===== src/rtl/button_debounce.sv =====
// Push-button front end: synchronizer, debounce filter and press/auto-repeat
// sequencer producing one-cycle step and release pulses.
module button_debounce #(
  parameter int STABLE_CYCLES = 250000,
  parameter int DB_BITS       = 18,
  parameter int REPEAT_DELAY  = 12500000,
  parameter int REPEAT_PERIOD = 2500000,
  parameter int RPT_BITS      = 24,
  parameter int REPEAT_EN     = 1
) (
  input  logic clkin,
  input  logic rst,
  input  logic btn_in,
  output logic btn_level,
  output logic step,
  output logic release_pulse
);

  // state  | meaning
  // IDLE   | button released, waiting for a debounced press
  // DELAY  | pressed, timing the initial auto-repeat delay
  // REPEAT | pressed, stepping every REPEAT_PERIOD cycles
  typedef enum logic [1:0] {
    IDLE   = 2'd0,
    DELAY  = 2'd1,
    REPEAT = 2'd2
  } state_t;

  localparam logic [DB_BITS-1:0]  DB_TC     = DB_BITS'(STABLE_CYCLES - 1);
  localparam logic [RPT_BITS-1:0] DELAY_TC  = RPT_BITS'(REPEAT_DELAY - 1);
  localparam logic [RPT_BITS-1:0] PERIOD_TC = RPT_BITS'(REPEAT_PERIOD - 1);

  state_t              state;
  logic                sync1;
  logic                sync2;
  logic                level_q;
  logic [DB_BITS-1:0]  db_cnt;
  logic [RPT_BITS-1:0] rpt_tmr;
  logic                level_rise;
  logic                level_fall;

  assign level_rise = btn_level & ~level_q;
  assign level_fall = ~btn_level & level_q;

  always_ff @(posedge clkin or posedge rst) begin
    if (rst) begin
      sync1     <= 1'b0;
      sync2     <= 1'b0;
      btn_level <= 1'b0;
      db_cnt    <= '0;
    end else begin
      sync1 <= btn_in;
      sync2 <= sync1;
      if (sync2 == btn_level) begin
        db_cnt <= '0;
      end else if (db_cnt == DB_TC) begin
        btn_level <= sync2;
        db_cnt    <= '0;
      end else begin
        db_cnt <= db_cnt + DB_BITS'(1);
      end
    end
  end

  always_ff @(posedge clkin or posedge rst) begin
    if (rst) begin
      state         <= IDLE;
      level_q       <= 1'b0;
      rpt_tmr       <= '0;
      step          <= 1'b0;
      release_pulse <= 1'b0;
    end else begin
      level_q       <= btn_level;
      step          <= 1'b0;
      release_pulse <= 1'b0;
      case (state)
        IDLE: begin
          if (level_rise) begin
            step    <= 1'b1;
            rpt_tmr <= '0;
            state   <= DELAY;
          end
        end
        DELAY: begin
          if (level_fall) begin
            release_pulse <= 1'b1;
            rpt_tmr       <= '0;
            state         <= IDLE;
          end else if (rpt_tmr == DELAY_TC) begin
            // Without auto-repeat the timer parks at terminal count until release.
            if (REPEAT_EN != 0) begin
              step    <= 1'b1;
              rpt_tmr <= '0;
              state   <= REPEAT;
            end
          end else begin
            rpt_tmr <= rpt_tmr + RPT_BITS'(1);
          end
        end
        REPEAT: begin
          if (level_fall) begin
            release_pulse <= 1'b1;
            rpt_tmr       <= '0;
            state         <= IDLE;
          end else if (rpt_tmr == PERIOD_TC) begin
            step    <= 1'b1;
            rpt_tmr <= '0;
          end else begin
            rpt_tmr <= rpt_tmr + RPT_BITS'(1);
          end
        end
        default: begin
          rpt_tmr <= '0;
          state   <= IDLE;
        end
      endcase
    end
  end

endmodule


===== config.mk =====
export PLATFORM = sky130hd
export DESIGN_NAME = button_debounce
export DESIGN_NICKNAME = d
export VERILOG_FILES = /design/src/rtl/button_debounce.sv
export SDC_FILE = /design/constraint.sdc
export NUM_CORES = 1
export LEC_CHECK = 0
export CAP_MARGIN = 20
export CORE_AREA = 2 2 60 77
export CTS_BUF_LIST = sky130_fd_sc_hd__clkbuf_4 sky130_fd_sc_hd__clkbuf_8
export DETAILED_ROUTE_END_ITERATION = 10
export DIE_AREA = 0 0 62 79
export DONT_BUFFER_PORTS = 1
export PLACE_DENSITY = 0.88
export SLEW_MARGIN = 10
export SYNTH_ARGS = -nofsm -noshare
export SYNTH_HDL_FRONTEND = slang
export SYNTH_SLANG_ARGS = --single-unit

===== constraint.sdc =====
create_clock -name clkin -period 2.9 [get_ports clkin]
set_clock_uncertainty 0.1 [all_clocks]
set_input_delay 0.29 -clock clkin [delete_from_list [all_inputs] [get_ports clkin]]
set_output_delay 0.29 -clock clkin [all_outputs]
set_load 0.02 [all_outputs]

==> flow_summary.toml <==
[cells_and_area]
area_growth_pct = 6.87
layout_commonest_cell = "dfrtp_1"
fin_util = 0.678
layout.nets = 290
diodes = 0
design_area_mm2 = 0.00286
nFillCells = 340
final_cell_mix = "dfrtp_1 (50), nand2_1 (29), nor2_1 (21)"
final_layout_size_suffix_gt1_frac = 0.0712

[critical_path]
critical_path_required_ns = 2.95
r2r-start = "rpt_tmr[7]"
reg2reg_to = "rpt_tmr[5]"
rr_worst_depth = 5
critical_path_class = "reg -> reg"
start_kind = "register"
arrival_ns = 2.58
rrSetupSlack_ns = 0.37
cp_max_fo = 19
endpoint_kind = "register"

[timing]
setup_viol = 0
hold_viol = 0
fin_crit_ns = 2.53
rsz0062_at_grt = "false"
max_freq_mhz = 396
slew_viol_final = 0
worst_pin_slew_ns = 0.754
timing.final.crit_share = 0.871
slew_headroom = 0.494
setup_tns_ns = 0

[grt]
grt_max_degree = 51
grt_first_pass_wirelength_um = 9370
overflow = 0
grtUsageTotal = 0.254
antenna_found_initial = 0
grt_pass1_vias = 2072

[floorplanning]
die_h_um = 79
initial_core_util = 0.634
core-area_mm2 = 0.00422
die-area_mm2 = 0.00490
num_rows = 27
io_pins = 6
die_w_um = 62

[worst_hold_path]
hold_class = "reg -> reg"
hold_start = "sync1"
min_path_cells = 0
min_to = "sync2"

[clock_network]
path_clk_slew_ns = 0.09
clockRootBuffer = "clkbuf_8"
cts_tree = "yes"
cts_resized = 0
cts_buffers = 5
clock-sinks = 50
clockBufferDepth = 2
post_cts_buffers = 0
h-tree-depth = 2
worstSkewPairLatency_ns = 0.30

[power]
ir_worst_vdd_mv = 0.275
leakage_uw = 0.00118
p_per_area_mw_per_mm2 = 397
power_uw = 1140

[logic_synthesis]
synth_top_area_cell = "dfrtp_1"
synth_edf_count = 0
synthCells = 275
yosysSeqAreaShare = 0.467
synth_flop_cell = "dfrtp_1"
ys_async_sr_fraction = 1.00
synth_top_area_share = 0.467
synth_seq_cells = 50
synthesis.nets = 284
syn-cell-area_mm2 = 0.00268
ys_types = 46
synth_area_per_cell_um2 = 9.74
yosys-top-cells-area = "dfrtp_1 (47%), xnor2_1 (5.6%), xor2_1 (4.3%)"
yosys_warnings = 0

[run_status]
outcome = "finished clean"

[flow_run]
max_cap_viol_count = 0

[detailed_routing]
drt_iter0_markers = 172
post_drt_wl_per_cell_um = 16.5
dr.pass1.iters = 4
drt_wl_total_um = 5590
remaining_drc_errors = 0
viasPerCell = 6.24
num_vias = 2116
postRouteAntennaNets = 0

[placement]
port_buffers = 0
post_dp_cell_area_mm2 = 0.00274
dp_hpwl_um = 3990
gp_congestion = 0.899
worst max-delay path by stage:
stage	startpoint	end	slack (ns)	cells after the start
6_report	rpt_tmr[7]	rpt_tmr[5]	0.37	5
3_3_place_gp	rpt_tmr[16]	rpt_tmr[5]	0.56	5
2_1_floorplan	rpt_tmr[11]	rpt_tmr[10]	0.83	6
3_5_place_dp	rpt_tmr[7]	rpt_tmr[5]	0.41	5
4_1_cts	rpt_tmr[7]	rpt_tmr[5]	0.40	5
5_1_grt	rpt_tmr[7]	rpt_tmr[5]	0.15	5
report_power, final:
part / switching [uW] / internal, uW
registers: 3.84 / 701
logic: 19.5 / 8.13
clock network: 218 / 186
total: 241 / 895
synth_stat cells (2+ instances only):
cell / n
xor2_1: 13
nand4_1: 10
inv_1: 11
xnor2_1: 17
o21ai_0: 7
o211ai_1: 5
nor3_1: 10
dfrtp_1: 50
o2111ai_1: 3
nand3_1: 15
nand2_1: 29
or4b_1: 2
ha_1: 6
and2_1: 4
o311ai_1: 2
nor2b_1: 5
o221ai_1: 4
a21oi_2: 2
nor2_1: 21
nand2b_1: 2
and4_1: 5
clkbuf_1: 5
nor4_1: 6
and3_1: 4
a21oi_1: 16
layout make-up:
class / instances / area [um^2] / area share
timing repair buffer: 6 / 62.6 / 0.0219
clock buffer: 7 / 83.8 / 0.0293
multi-input combinational: 207 / 1350 / 0.472
tap: 58 / 72.6 / 0.0253
inverter: 11 / 41.3 / 0.0144
sequential: 50 / 1250 / 0.437
registers in the layout, summed over array words and instances, names as in the netlist:
name           count
btn_level          1
db_cnt            18
level_q            1
release_pulse      1
rpt_tmr           24
state              2
step               1
sync1              1
sync2              1
routing by layer:
layer  track usage  vias to the layer above  wire, um
met3        0.0440                       15       189
met2         0.419                       60      3010
met1         0.304                     1042      2220
met4         0.134                        0       165
met5             0                        -         0
li1              -                      999         -
cells by family after synthesis:
logic type               synth area share
AND/OR/NAND/NOR                     0.255
flip-flops                          0.467
AO/OA/AOI/OAI                       0.120
XOR/XNOR                           0.0981
buffers and inverters              0.0285
adder cells (fa/ha/maj)            0.0280
multiplexers                      0.00420
stage by stage:
stage                     worst slack (ns)  std cells  hold WS [ns]
after floorplan                      0.834        275         0.221
after global placement               0.556        329         0.221
after detailed placement             0.414        329         0.222
after CTS                            0.399        337        0.0349
after global routing                 0.152        339         0.262
final                                0.374        339         0.256
timing repair:
action	in CTS	in global routing
endpoints found under the hold margin	1	18
hold buffers	1	1
endpoints found under the setup margin	0	0
critical path, cell delays in order, from the launching register on:
cell and delay (ns):
dfrtp_1 0.46, or4bb_1 0.53, nor3_1 0.34, a21oi_2 0.25, o21ai_4 0.47, o221ai_1 0.22
(Power assumes the default switching activity.)
